File: config.mk
export PLATFORM = sky130hd
export DESIGN_NAME = mc_ctrl_fsm
export DESIGN_NICKNAME = d
export VERILOG_FILES = /design/src/rtl/mc_ctrl_fsm.sv
export SDC_FILE = /design/constraint.sdc
export NUM_CORES = 1
export LEC_CHECK = 0
export ABC_AREA = 1
export BUFFER_PORTS_ARGS = -buffer_cell sky130_fd_sc_hd__buf_2
export CORE_UTILIZATION = 40
export DETAILED_ROUTE_END_ITERATION = 10
export PLACE_DENSITY = 0.76
export SYNTH_ARGS = -nofsm -noshare
export SYNTH_HDL_FRONTEND = slang
export SYNTH_SLANG_ARGS = --single-unit
File: constraint.sdc
create_clock -name clk_i -period 1.3 [get_ports clk_i]
set_input_delay 0.065 -clock clk_i [delete_from_list [all_inputs] [get_ports clk_i]]
set_output_delay 0.065 -clock clk_i [all_outputs]
set_load 0.01 [all_outputs]
File: src/rtl/mc_ctrl_fsm.sv
// mc_ctrl_fsm: multi-cycle RV32I control sequencer.
// Steps FETCH/DECODE/EXEC/MEM/WB over one shared datapath and one memory port,
// drives every datapath select line, and halts on a memory-handshake timeout.
// Optional feature macro: MC_ILLEGAL_TRAP_EN. When it is defined, unlisted opcodes
// set the sticky illegal_o flag and halt. When it is undefined, they retire as a NOP.
module mc_ctrl_fsm #(
  parameter int TIMEOUT_CYC = 16
) (
  input  logic        clk_i,
  input  logic        rst_i,
  input  logic [31:0] inst_i,
  input  logic        br_taken_i,
  input  logic        mem_ack_i,
  output logic        mem_req_o,
  output logic        mem_we_o,
  output logic        mem_addr_sel_o,
  output logic        ir_we_o,
  output logic        imm_we_o,
  output logic        alu_a_sel_o,
  output logic        alu_b_sel_o,
  output logic        rf_we_o,
  output logic [1:0]  wb_sel_o,
  output logic        pc_we_o,
  output logic [1:0]  pc_src_o,
  output logic        retire_o,
  output logic [2:0]  state_o,
  output logic        bus_err_o
`ifdef MC_ILLEGAL_TRAP_EN
  ,output logic       illegal_o
`endif
);

  localparam int CW = (TIMEOUT_CYC > 2) ? $clog2(TIMEOUT_CYC) : 1;
  localparam logic [CW-1:0] WD_LAST = CW'(TIMEOUT_CYC - 1);

  localparam logic [6:0] OP_R     = 7'b0110011;
  localparam logic [6:0] OP_I     = 7'b0010011;
  localparam logic [6:0] OP_LOAD  = 7'b0000011;
  localparam logic [6:0] OP_STORE = 7'b0100011;
  localparam logic [6:0] OP_BR    = 7'b1100011;
  localparam logic [6:0] OP_JAL   = 7'b1101111;
  localparam logic [6:0] OP_JALR  = 7'b1100111;
  localparam logic [6:0] OP_LUI   = 7'b0110111;
  localparam logic [6:0] OP_AUIPC = 7'b0010111;

  typedef enum logic [2:0] {
    S_FETCH  = 3'd0,
    S_DECODE = 3'd1,
    S_EXEC   = 3'd2,
    S_MEM    = 3'd3,
    S_WB     = 3'd4,
    S_HALT   = 3'd7
  } state_t;

  typedef struct packed {
    logic       mem_req;
    logic       mem_we;
    logic       addr_sel;
    logic       ir_we;
    logic       imm_we;
    logic       alu_a;
    logic       alu_b;
    logic       rf_we;
    logic [1:0] wb_sel;
    logic       pc_we;
    logic [1:0] pc_src;
    logic       retire;
  } ctl_t;

  state_t        state_q, state_d;
  logic [CW-1:0] cnt_q, cnt_d;
  logic          err_q, err_d;
`ifdef MC_ILLEGAL_TRAP_EN
  logic          ill_q, ill_d;
`endif
  ctl_t          ctl, ctl_o;

  // Only the opcode field steers control; the other IR bits belong to the datapath.
  logic [6:0] op;
  logic       unused_inst;
  assign op          = inst_i[6:0];
  assign unused_inst = ^inst_i[31:7];

  logic is_r, is_i, is_ld, is_st, is_br, is_jal, is_jalr, is_lui, is_auipc, is_legal;
  assign is_r     = (op == OP_R);
  assign is_i     = (op == OP_I);
  assign is_ld    = (op == OP_LOAD);
  assign is_st    = (op == OP_STORE);
  assign is_br    = (op == OP_BR);
  assign is_jal   = (op == OP_JAL);
  assign is_jalr  = (op == OP_JALR);
  assign is_lui   = (op == OP_LUI);
  assign is_auipc = (op == OP_AUIPC);
  assign is_legal = is_r | is_i | is_ld | is_st | is_br | is_jal | is_jalr | is_lui | is_auipc;

  // ALU operand selects. They are held from EXEC through MEM/WB so the ALU result
  // stays stable while it is consumed as an address, a writeback value or a jump target.
  logic alu_a_pick, alu_b_pick;
  assign alu_a_pick = is_auipc;
  assign alu_b_pick = is_i | is_ld | is_st | is_jalr | is_auipc;

  // Next state, watchdog and sticky flags, plus the per-state control word.
  always_comb begin
    state_d = state_q;
    cnt_d   = '0;
    err_d   = err_q;
`ifdef MC_ILLEGAL_TRAP_EN
    ill_d   = ill_q;
`endif
    ctl     = '0;
    case (state_q)
      S_FETCH: begin
        ctl.mem_req = 1'b1;
        ctl.ir_we   = mem_ack_i;
        if (mem_ack_i) begin
          state_d = S_DECODE;
        end else if (cnt_q == WD_LAST) begin
          state_d = S_HALT;
          err_d   = 1'b1;
        end else begin
          cnt_d = cnt_q + CW'(1);
        end
      end
      S_DECODE: begin
        ctl.imm_we = 1'b1;
        state_d    = S_EXEC;
      end
      S_EXEC: begin
        ctl.alu_a = alu_a_pick;
        ctl.alu_b = alu_b_pick;
        if (is_br) begin
          ctl.pc_we  = 1'b1;
          ctl.pc_src = br_taken_i ? 2'd1 : 2'd0;
          ctl.retire = 1'b1;
          state_d    = S_FETCH;
        end else if (is_ld || is_st) begin
          state_d = S_MEM;
        end else if (is_legal) begin
          state_d = S_WB;
        end else begin
`ifdef MC_ILLEGAL_TRAP_EN
          ill_d   = 1'b1;
          state_d = S_HALT;
`else
          ctl.pc_we  = 1'b1;
          ctl.retire = 1'b1;
          state_d    = S_FETCH;
`endif
        end
      end
      S_MEM: begin
        ctl.mem_req  = 1'b1;
        ctl.addr_sel = 1'b1;
        ctl.mem_we   = is_st;
        ctl.alu_a    = alu_a_pick;
        ctl.alu_b    = alu_b_pick;
        if (mem_ack_i) begin
          if (is_st) begin
            ctl.pc_we  = 1'b1;
            ctl.retire = 1'b1;
            state_d    = S_FETCH;
          end else begin
            state_d = S_WB;
          end
        end else if (cnt_q == WD_LAST) begin
          state_d = S_HALT;
          err_d   = 1'b1;
        end else begin
          cnt_d = cnt_q + CW'(1);
        end
      end
      S_WB: begin
        ctl.alu_a  = alu_a_pick;
        ctl.alu_b  = alu_b_pick;
        ctl.rf_we  = 1'b1;
        ctl.pc_we  = 1'b1;
        ctl.retire = 1'b1;
        if (is_ld)                 ctl.wb_sel = 2'd1;
        else if (is_jal || is_jalr) ctl.wb_sel = 2'd2;
        else if (is_lui)           ctl.wb_sel = 2'd3;
        if (is_jal)       ctl.pc_src = 2'd1;
        else if (is_jalr) ctl.pc_src = 2'd2;
        state_d = S_FETCH;
      end
      S_HALT: state_d = S_HALT;
      default: state_d = S_FETCH;
    endcase
  end

  // State, watchdog counter and sticky error flags.
  always_ff @(posedge clk_i) begin
    if (rst_i) begin
      state_q <= S_FETCH;
      cnt_q   <= '0;
      err_q   <= 1'b0;
`ifdef MC_ILLEGAL_TRAP_EN
      ill_q   <= 1'b0;
`endif
    end else begin
      state_q <= state_d;
      cnt_q   <= cnt_d;
      err_q   <= err_d;
`ifdef MC_ILLEGAL_TRAP_EN
      ill_q   <= ill_d;
`endif
    end
  end

  // Every output is forced low while reset is asserted. This drops an in-flight
  // request and ignores an ack that arrives during the reset cycle.
  assign ctl_o          = rst_i ? '0 : ctl;
  assign mem_req_o      = ctl_o.mem_req;
  assign mem_we_o       = ctl_o.mem_we;
  assign mem_addr_sel_o = ctl_o.addr_sel;
  assign ir_we_o        = ctl_o.ir_we;
  assign imm_we_o       = ctl_o.imm_we;
  assign alu_a_sel_o    = ctl_o.alu_a;
  assign alu_b_sel_o    = ctl_o.alu_b;
  assign rf_we_o        = ctl_o.rf_we;
  assign wb_sel_o       = ctl_o.wb_sel;
  assign pc_we_o        = ctl_o.pc_we;
  assign pc_src_o       = ctl_o.pc_src;
  assign retire_o       = ctl_o.retire;
  assign state_o        = rst_i ? 3'd0 : state_q;
  assign bus_err_o      = rst_i ? 1'b0 : err_q;
`ifdef MC_ILLEGAL_TRAP_EN
  assign illegal_o      = rst_i ? 1'b0 : ill_q;
`endif

endmodule

==> results of run 1 <==
-- power breakdown --
part	switching (uW)	total [uW]	internal, uW
registers	9.63	261	251
logic	110	188	77.4
clock network	92.7	199	106
total	213	647	435
-- layout by cell type, fill, tap and decap left out, types with 2 or more instances in the layout --
master	n
a21oi_1	6
buf_2	27
buf_4	12
clkbuf_4	3
dfxtp_1	3
dfxtp_2	3
dfxtp_4	2
inv_1	12
inv_2	7
inv_4	2
nand2_1	17
nand2_2	10
nand2_4	2
nand3_1	3
nand3_2	4
nand4_1	2
nor2_1	19
nor2_2	4
nor2_4	5
nor3_2	3
o21ai_0	2
o21ai_2	2
-- tightest hold or removal path: stages --
cell and delay, ns:
buf_2 0.13, nor3_2 0.07, nor2_1 0.10, a21oi_1 0.07
-- layer usage --
layer  wire length, um  vias to the layer above
met3                83                        4
met4                36                        0
met1               872                      444
met2              1032                       23
met5                 0                        -
li1                  -                      470
-- flip-flops by register name, indices dropped and copies added (netlist names) --
| name | cells |
|---|---|
| err_q | 1 |
| state_q | 3 |
| cnt_q | 4 |
-- per-stage QoR --
step	cells	hold WS, ns
2_1_floorplan	121	0.1541
3_3_place_gp	174	0.4319
3_5_place_dp	174	0.4460
4_1_cts	185	0.2029
5_1_grt	188	0.2388
6_report	188	0.2028
-- cell families after synthesis --
kind of cell,Yosys count,synth area share (%)
AO/OA/AOI/OAI,15,14.10
adder cells (fa/ha/maj),1,1.658
AND/OR/NAND/NOR,72,49.42
XOR/XNOR,1,1.161
buffers and inverters,24,12.44
flip-flops,8,21.23
-- final cells by class --
type	count	area [um2]	share of cell area, %
sequential	8	171.4	14.79
tap	25	31.28	2.700
multi-input combinational	89	588.1	50.76
timing repair buffer	41	256.5	22.14
inverter	22	88.84	7.667
clock buffer	3	22.52	1.944
-- timing repair --
action                     in CTS  in global routing
cloned                          0                  0
setup buffers                   8                  3
pin swaps                       9                  6
resized for setup              24                  9
setup endpoints to repair      11                 14
-- Yosys cell counts --
| cell type | instances | area share, % |
|---|---|---|
| nand2_1 | 21 | 10 |
| nor2_1 | 20 | 9.9 |
| inv_1 | 16 | 8.0 |
| dfxtp_1 | 8 | 21 |
| nand2_2 | 8 | 6.6 |
| a21oi_1 | 6 | 4.0 |
| nor2_2 | 6 | 5.0 |
| inv_2 | 5 | 2.5 |
| nand3_1 | 4 | 2.7 |
| nand3_2 | 4 | 5.3 |
| nand4_1 | 2 | 1.7 |
| nor2_4 | 2 | 3.0 |
| nor3_1 | 2 | 1.3 |
| nor3_2 | 2 | 2.7 |
| o21ai_0 | 2 | 1.3 |
| o21ai_2 | 2 | 2.3 |
| a21oi_2 | 1 | 1.2 |
| a21oi_4 | 1 | 2.2 |
| a31oi_1 | 1 | 0.83 |
| a32oi_1 | 1 | 1.2 |
| buf_4 | 1 | 1.0 |
| clkbuf_1 | 1 | 0.50 |
| clkinv_1 | 1 | 0.50 |
| ha_1 | 1 | 1.7 |
| nor4_1 | 1 | 0.83 |
| o32ai_1 | 1 | 1.2 |
| xor2_1 | 1 | 1.2 |
-- worst paths after layout --
kind                                   end        from  slack [ns]  depth (start not counted)
worst max-delay path               pc_we_o  state_q[0]       -0.03                          7
worst min register to register    cnt_q[0]    cnt_q[0]        0.45                          1
worst min-delay path            state_q[2]   mem_ack_i        0.20                          4
worst max register to register  state_q[2]  state_q[1]        0.04                          8
==> results.toml, run 1 <==
[place]
portBuffers = 28
place_area_um2 = 929.6
gp_congestion = 0.8737
post-place-ws_ns = 0.01173
place_hpwl_um = 1408

[synth]
synth_area_per_cell_um2 = 6.235
yosys_warnings = 0
yosysSeqAreaShare_pct = 21.23
synth_cell_types = 27
netlist_area_um2 = 754.5
synth.ff_latch_count = 8
synthCells = 121
syn_nets = 158

[global_route]
grtUsageTotal_pct = 20.35
grt_util_met1_pct = 25.00
grt_util_met2_pct = 34.29
grt_pass1_vias = 740
grt_pass1_wl_um = 3063
overflow = 0
antenna_found_initial = 0
grt.busiest_layer = "met2"
use_met3_pct = 5.952
grt_max_degree = 14

[pwr]
p_per_area_nw_per_um2 = 558.5
cellLeakagePower_uw = 0.0005680
ir_drop_mv = 0.4105
total_power_uw = 647.1

[floorplan]
core_um2 = 1745
dieWidth_um = 45.43
die-area_um2 = 2064
start_util_pct = 43.23
die_y_um = 45.43
ioPinCount = 54
fp-row-count = 15

[clocking]
clock_path_buffers = 2
cts_hold_buf = 0
cts_buffers = 3
cts_tree = "yes"
clkSinkCount = 8
clock_latency_ns = 0.27
cts_htree_levels = 1
cts-root-buf = "clkbuf_4"
clkTransAtPathRegs_ns = 0.06

[critical_path]
worstPathArrival_ns = 1.27
cp_top_family = "flip-flops"
path_class = "flop to primary output"
path_buf_inv = 3
required_ns = 1.24
crit_path_end_kind = "primary output"
worstPathCellList = "nand2_2 -> clkinv_2 -> nand2_4 -> o21ai_2 -> inv_1 -> a21oi_2 -> buf_2"
path_max_fanout = 3
start_kind = "flop"
slowest_stage = "dfxtp_2"
slowest_delay_ns = 0.37

[timing]
drv_slew = 0
timing.setup.tns_ns = -0.1272
layout_setup_ws_ns = -0.03320
finalHoldViolCount = 0
finalCriticalPeriod_ns = 1.333
maxClockFrequency_mhz = 750.1
rsz0062_at_grt = "yes"
finalCritPeriodShare_pct = 102.6
relSlewSlack_pct = 87.07
finClkSkew_ns = 0.008095
report.final.setup_viol = 7
tightest_slew_ns = 0.1919

[final_layout]
area_growth_pct = 53.57
drive_above_1_share_pct = 58.90
antennaDiodeCount = 0
nets = 202
fill_cells = 152
final_area_um2 = 1159
fin_util_pct = 66.38

[run_status]
violations = "setup timing"
status = "finished with violations"

[run]
maxCapViolations = 0

[routing]
vias_per_cell = 5.005
wl_um = 2025
wire_per_inst_um = 10.77
drtIter0Drc = 23
detail-route-antenna-nets = 0
vias = 941
drc = 0
first_pass_iters = 4

[worst_hold_path]
hold_path.class = "input pin to flop"
Power figures use the tool's default switching activity.
==> inputs of run 2 (changes only) <==
--- a/config.mk
+++ b/config.mk
@@ -7,9 +7,10 @@
 export LEC_CHECK = 0
 export ABC_AREA = 1
 export BUFFER_PORTS_ARGS = -buffer_cell sky130_fd_sc_hd__buf_2
-export CORE_UTILIZATION = 40
+export CORE_UTILIZATION = 42
+export CTS_BUF_LIST = sky130_fd_sc_hd__clkbuf_2 sky130_fd_sc_hd__clkbuf_4 sky130_fd_sc_hd__clkbuf_8
 export DETAILED_ROUTE_END_ITERATION = 10
-export PLACE_DENSITY = 0.76
+export PLACE_DENSITY = 0.79
 export SYNTH_ARGS = -nofsm -noshare
 export SYNTH_HDL_FRONTEND = slang
 export SYNTH_SLANG_ARGS = --single-unit
==> results.toml, run 2 (synthesis gave the netlist of run 1 again) <==
[timing]
finClkSkew_ns = 0.01195
finalCritPeriodShare_pct = 107.6
layout_setup_ws_ns = -0.09931
finalHoldViolCount = 0
timing.setup.tns_ns = -0.4414
maxClockFrequency_mhz = 714.6
drv_slew = 0
relSlewSlack_pct = 76.14
report.final.setup_viol = 10
rsz0062_at_grt = "yes"
finalCriticalPeriod_ns = 1.399
tightest_slew_ns = 0.3579

[pwr]
cellLeakagePower_uw = 0.0005632
pwr-share-clk_pct = 30.5
p_per_area_nw_per_um2 = 563.6
total_power_uw = 640.9
power.share.switching_pct = 32.72
ir_drop_mv = 0.6816
power.share.sequential_pct = 40.7
pwr-share-comb_pct = 28.8
p_sw_uw = 209.7
internal-power_uw = 431.2

[clocking]
clkSinkCount = 8
cts_tree = "yes"
cts_buffers = 3
clock_latency_ns = 0.26
cts_hold_buf = 0
cts_htree_levels = 1
clock_path_buffers = 2
clkTransAtPathRegs_ns = 0.06
cts-root-buf = "clkbuf_4"

[routing]
detail-route-antenna-nets = 0
first_pass_iters = 4
drc = 0
vias_per_cell = 4.914
drtIter0Drc = 20
vias = 909
wire_per_inst_um = 12.01
wl_um = 2222

[global_route]
overflow = 0
antenna_found_initial = 0
grt_pass1_vias = 807
grt_max_degree = 17
grt_pass1_wl_um = 3436
grtUsageTotal_pct = 23.86

[final_layout]
drive_above_1_share_pct = 56.52
top_regs = "cnt_q (4), state_q (3), err_q (1)"
final_cell_mix = "27 x buf_2, 19 x nor2_1, 16 x nand2_1"
mostFrequentLayoutCell = "buf_2"
final_area_um2 = 1137
nets = 200
top_register = "cnt_q"
fin_util_pct = 71.35
largest_reg_flops = 4
antennaDiodeCount = 0
area_growth_pct = 50.75

[run_status]
status = "finished with violations"
violations = "setup timing"

[floorplan]
die_y_um = 44.39
core_um2 = 1594
start_util_pct = 47.33
ioPinCount = 54
die-area_um2 = 1970
fp-row-count = 14
dieWidth_um = 44.39

[place]
post-place-ws_ns = 0.03061
place_area_um2 = 920.9
place_hpwl_um = 1440
portBuffers = 28
gp_congestion = 0.8833

[critical_path]
rr_worst_depth = 7
path_max_fanout = 3
worstPathArrival_ns = 1.33
crit_path_end_kind = "primary output"
path_class = "flop to primary output"
start_kind = "flop"
required_ns = 1.24

[run]
maxCapViolations = 0

[worst_hold_path]
whs_path_depth = 2
hold_path.class = "input pin to flop"
-- run 2: power groups by stage --
stage / clock, uW / combinational, uW / sequential, uW
finish: 195 / 185 / 261
CTS: 198 / 163 / 258
global route: 218 / 202 / 261
floorplan: 0 / 91.0 / 262
detailed placement: 0 / 140 / 263
global placement: 0 / 137 / 263
-- run 2: cell type report --
type | instances | area [um2]
fill | 142 | 456.7
tap | 24 | 30.03
clock buffer | 3 | 22.52
inverter | 22 | 92.59
multi-input combinational | 89 | 584.3
timing repair buffer | 39 | 236.5
sequential | 8 | 171.4
-- run 2: repair_timing --
item	in CTS	in global routing
buffers inserted	6	4
resized for setup	24	13
pin swaps	9	8
endpoints found under the hold margin	0	0
endpoints found under the setup margin	10	17
-- run 2: routing by layer --
metal | global-route usage [%] | vias up | wire length (um)
li1 | - | 469 | -
met2 | 40.00 | 20 | 1157
met3 | 7.347 | 4 | 115
met5 | 0 | - | 0
met4 | 4.848 | 0 | 32
met1 | 30.17 | 416 | 917
-- run 2: through the flow --
step	hold slack [ns]	instances
2_1_floorplan	0.1541	121
3_3_place_gp	0.4286	172
3_5_place_dp	0.4297	172
4_1_cts	0.1718	181
5_1_grt	0.2030	185
6_report	0.1770	185
-- run 2: worst paths after layout --
path              startpoint     endpoint  slack, ns
hold reg to reg     cnt_q[0]     cnt_q[0]       0.48
setup reg to reg  state_q[1]     cnt_q[2]       0.05
setup / recovery  state_q[1]  pc_src_o[0]       -0.1
hold / removal         rst_i   state_q[1]       0.18
-- run 2: worst max-delay path: stages (launching register included) --
cell     delay (ns)
dfxtp_4        0.38
inv_4          0.05
nor2_4         0.10
nand2_2        0.09
o32ai_2        0.27
buf_2          0.17
==> inputs of run 3 (changes only) <==
==> config.mk (replaced) <==
export PLATFORM = sky130hd
export DESIGN_NAME = mc_ctrl_fsm
export DESIGN_NICKNAME = d
export VERILOG_FILES = /design/src/rtl/mc_ctrl_fsm.sv
export SDC_FILE = /design/constraint.sdc
export NUM_CORES = 1
export LEC_CHECK = 0
export ABC_AREA = 0
export BUFFER_PORTS_ARGS = -buffer_cell sky130_fd_sc_hd__buf_2
export CORE_UTILIZATION = 45
export CTS_BUF_LIST = sky130_fd_sc_hd__clkbuf_2 sky130_fd_sc_hd__clkbuf_4 sky130_fd_sc_hd__clkbuf_8
export DETAILED_ROUTE_END_ITERATION = 10
export PLACE_DENSITY = 0.83
export SETUP_SLACK_MARGIN = 0.5
export SYNTH_ARGS = -nofsm -noshare
export SYNTH_HDL_FRONTEND = slang
export SYNTH_SLANG_ARGS = --single-unit
==> constraint.sdc (replaced) <==
create_clock -name clk_i -period 1.65 [get_ports clk_i]
set_input_delay 0.0825 -clock clk_i [delete_from_list [all_inputs] [get_ports clk_i]]
set_output_delay 0.0825 -clock clk_i [all_outputs]
set_load 0.01 [all_outputs]
==> results.toml, run 3 <==
[run_status]
status = "finished with violations"
violations = "DRC"

[synth]
syn_nets = 134
synth_cell_types = 43
netlist_area_um2 = 780.7
synth_commonest_cells = "8 x dfxtp_1, 7 x nand2_1, 7 x nor2_1"
synth_area_per_cell_um2 = 8.049
yosys_warnings = 0
synth.top_cell.area_share_pct = 20.51
synth-edff-count = 0
ys_dominant_reg_cell = "dfxtp_1"
async_flop_share_pct = 0
synthCells = 97
synth.area.top_cells = "dfxtp_1 21%, nor2b_1 4.8%, nor3_1 3.8%"
yosysMostFrequentCell = "dfxtp_1"
synth.ff_latch_count = 8
yosysSeqAreaShare_pct = 20.51
synth_top_area_cell = "dfxtp_1"

[routing]
drc = 3
vias = 986
vias_per_cell = 6.403
drtIter0Drc = 50
detail-route-antenna-nets = 0
first_pass_iters = 7
wl_um = 2863
wire_per_inst_um = 18.59

[place]
place_area_um2 = 950.9
gp_congestion = 0.7741
place_hpwl_um = 1457
portBuffers = 28
place_inst = 134

[critical_path]
required_ns = 1.57
crit_path_end_kind = "primary output"
path_max_fanout = 4
timing.rr.end = "cnt_q[3]"
startpoint = "state_q[1]"
rr_worst_depth = 7
r2r_slack_ns = 0.20
path_class = "flop to primary output"
start_kind = "flop"
crit_path_end = "wb_sel_o[0]"
r2r_start = "state_q[1]"
worstPathArrival_ns = 1.55

[timing]
finClkSkew_ns = 0.01506
drv_slew = 0
finalHoldViolCount = 0
finalCritPeriodShare_pct = 99.19
rsz0062_at_grt = "yes"
finalCriticalPeriod_ns = 1.637
tightest_slew_ns = 0.4611
report.final.setup_viol = 0
relSlewSlack_pct = 68.47
maxClockFrequency_mhz = 611.0

[clocking]
clock_path_buffers = 2
cts_htree_levels = 1
clkSinkCount = 8
cts-root-buf = "clkbuf_4"
clock_latency_ns = 0.26
cts_hold_buf = 0
cts_buffers = 3
clkTransAtPathRegs_ns = 0.06
cts_tree = "yes"

[floorplan]
die_y_um = 43.66
dieWidth_um = 43.66
start_util_pct = 50.08
ioPinCount = 54
core_um2 = 1559
die-area_um2 = 1906
fp-row-count = 14

[final_layout]
antennaDiodeCount = 0
final_area_um2 = 1324
top_regs = "cnt_q (4), state_q (3), err_q (1)"
drive_above_1_share_pct = 68.84
layout.cells.non_filler = 154
nets = 176
largest_reg_flops = 4
final_cell_mix = "26 x buf_2, 11 x buf_4, 7 x buf_6"
mostFrequentLayoutCell = "buf_2"
top_register = "cnt_q"
fill_cells = 82
fin_util_pct = 84.91
area_growth_pct = 69.55

[global_route]
grt_pass1_vias = 818
antenna_found_initial = 0
grt_pass1_wl_um = 3712
overflow = 0
grtUsageTotal_pct = 25.80
grt_max_degree = 17

[pwr]
cellLeakagePower_uw = 0.0005242
p_per_area_nw_per_um2 = 487.7
total_power_uw = 645.6
ir_drop_mv = 0.6088

[run]
maxCapViolations = 0

[worst_hold_path]
hold_path.class = "input pin to flop"
-- run 3: changes by cell type after synthesis, moves of 4 or more --
| cell | change |
|---|---|
| inv_2 | -5 |
| nand2_2 | -8 |
| nor3_1 | +4 |
| nor2b_1 | +6 |
| nand2_1 | -14 |
| nand3_2 | -4 |
| nor2_1 | -13 |
| inv_1 | -14 |
| nor2_2 | -6 |
-- run 3: critical path: stages (launching register included) --
cell	delay, ns
dfxtp_4	0.36
nor4b_4	0.34
nand3_2	0.20
a2111oi_4	0.22
buf_2	0.18
-- run 3: kinds of logic (layout without fill, tap and decap cells) --
| family | Yosys count | in the layout | share of synthesized area, % |
|---|---|---|---|
| XOR/XNOR | 3 | 3 | 3.366 |
| flip-flops | 8 | 8 | 20.51 |
| buffers and inverters | 11 | 52 | 11.22 |
| adder cells (fa/ha/maj) | 1 | 1 | 1.602 |
| AO/OA/AOI/OAI | 25 | 25 | 24.20 |
| AND/OR/NAND/NOR | 49 | 49 | 39.11 |
-- run 3: area by class of cell --
class / instances / area, um2 / share of cell area, %
multi-input combinational: 78 / 770.7 / 58.22
timing repair buffer: 46 / 321.6 / 24.29
sequential: 8 / 173.9 / 13.14
clock buffer: 4 / 30.03 / 2.268
tap: 16 / 20.02 / 1.512
inverter: 2 / 7.507 / 0.5671
-- run 3: stage by stage --
| stage | hold WS [ns] | worst slack [ns] | TNS [ns] |
|---|---|---|---|
| 3_5_place_dp | 0.4251 | 0.2564 | 0 |
| 5_1_grt | 0.2388 | -0.08025 | -0.1390 |
| 6_report | 0.2333 | 0.01336 | 0 |
| 3_3_place_gp | 0.4035 | 0.2816 | 0 |
| 2_1_floorplan | 0.1969 | 0.4237 | 0 |
| 4_1_cts | 0.1876 | 0.03110 | 0 |
-- run 3: how the worst min path moves through the flow --
stage | start | to | slack [ns] | depth (start not counted)
floorplan | inst_i[3] | wb_sel_o[0] | 0.20 | 1
global placement | cnt_q[0] | cnt_q[0] | 0.40 | 1
detailed placement | cnt_q[0] | cnt_q[0] | 0.43 | 1
CTS | mem_ack_i | cnt_q[0] | 0.19 | 4
global route | mem_ack_i | cnt_q[2] | 0.24 | 4
finish | mem_ack_i | cnt_q[2] | 0.23 | 4
-- run 3: what timing repair did --
action                     in CTS  in global routing
pin swaps                       8                 18
setup endpoints to repair      21                 23
buffers inserted                9                  7
gates resized for setup        16                 34
-- run 3: power by group --
| part | total, uW | internal [uW] | switching, uW |
|---|---|---|---|
| clock network | 183 | 109 | 73.7 |
| logic | 249 | 110 | 139 |
| registers | 213 | 200 | 14.0 |
| total | 646 | 419 | 227 |
-- run 3: layer usage --
| layer | wire length [um] | vias up | track usage [%] | share of wire (%) |
|---|---|---|---|---|
| li1 | - | 446 | - | - |
| met1 | 1121 | 460 | 31.81 | 39 |
| met2 | 1418 | 62 | 44.48 | 50 |
| met3 | 183 | 18 | 4.583 | 6.4 |
| met4 | 139 | 0 | 9.375 | 4.9 |
| met5 | 0 | - | 0 | 0 |
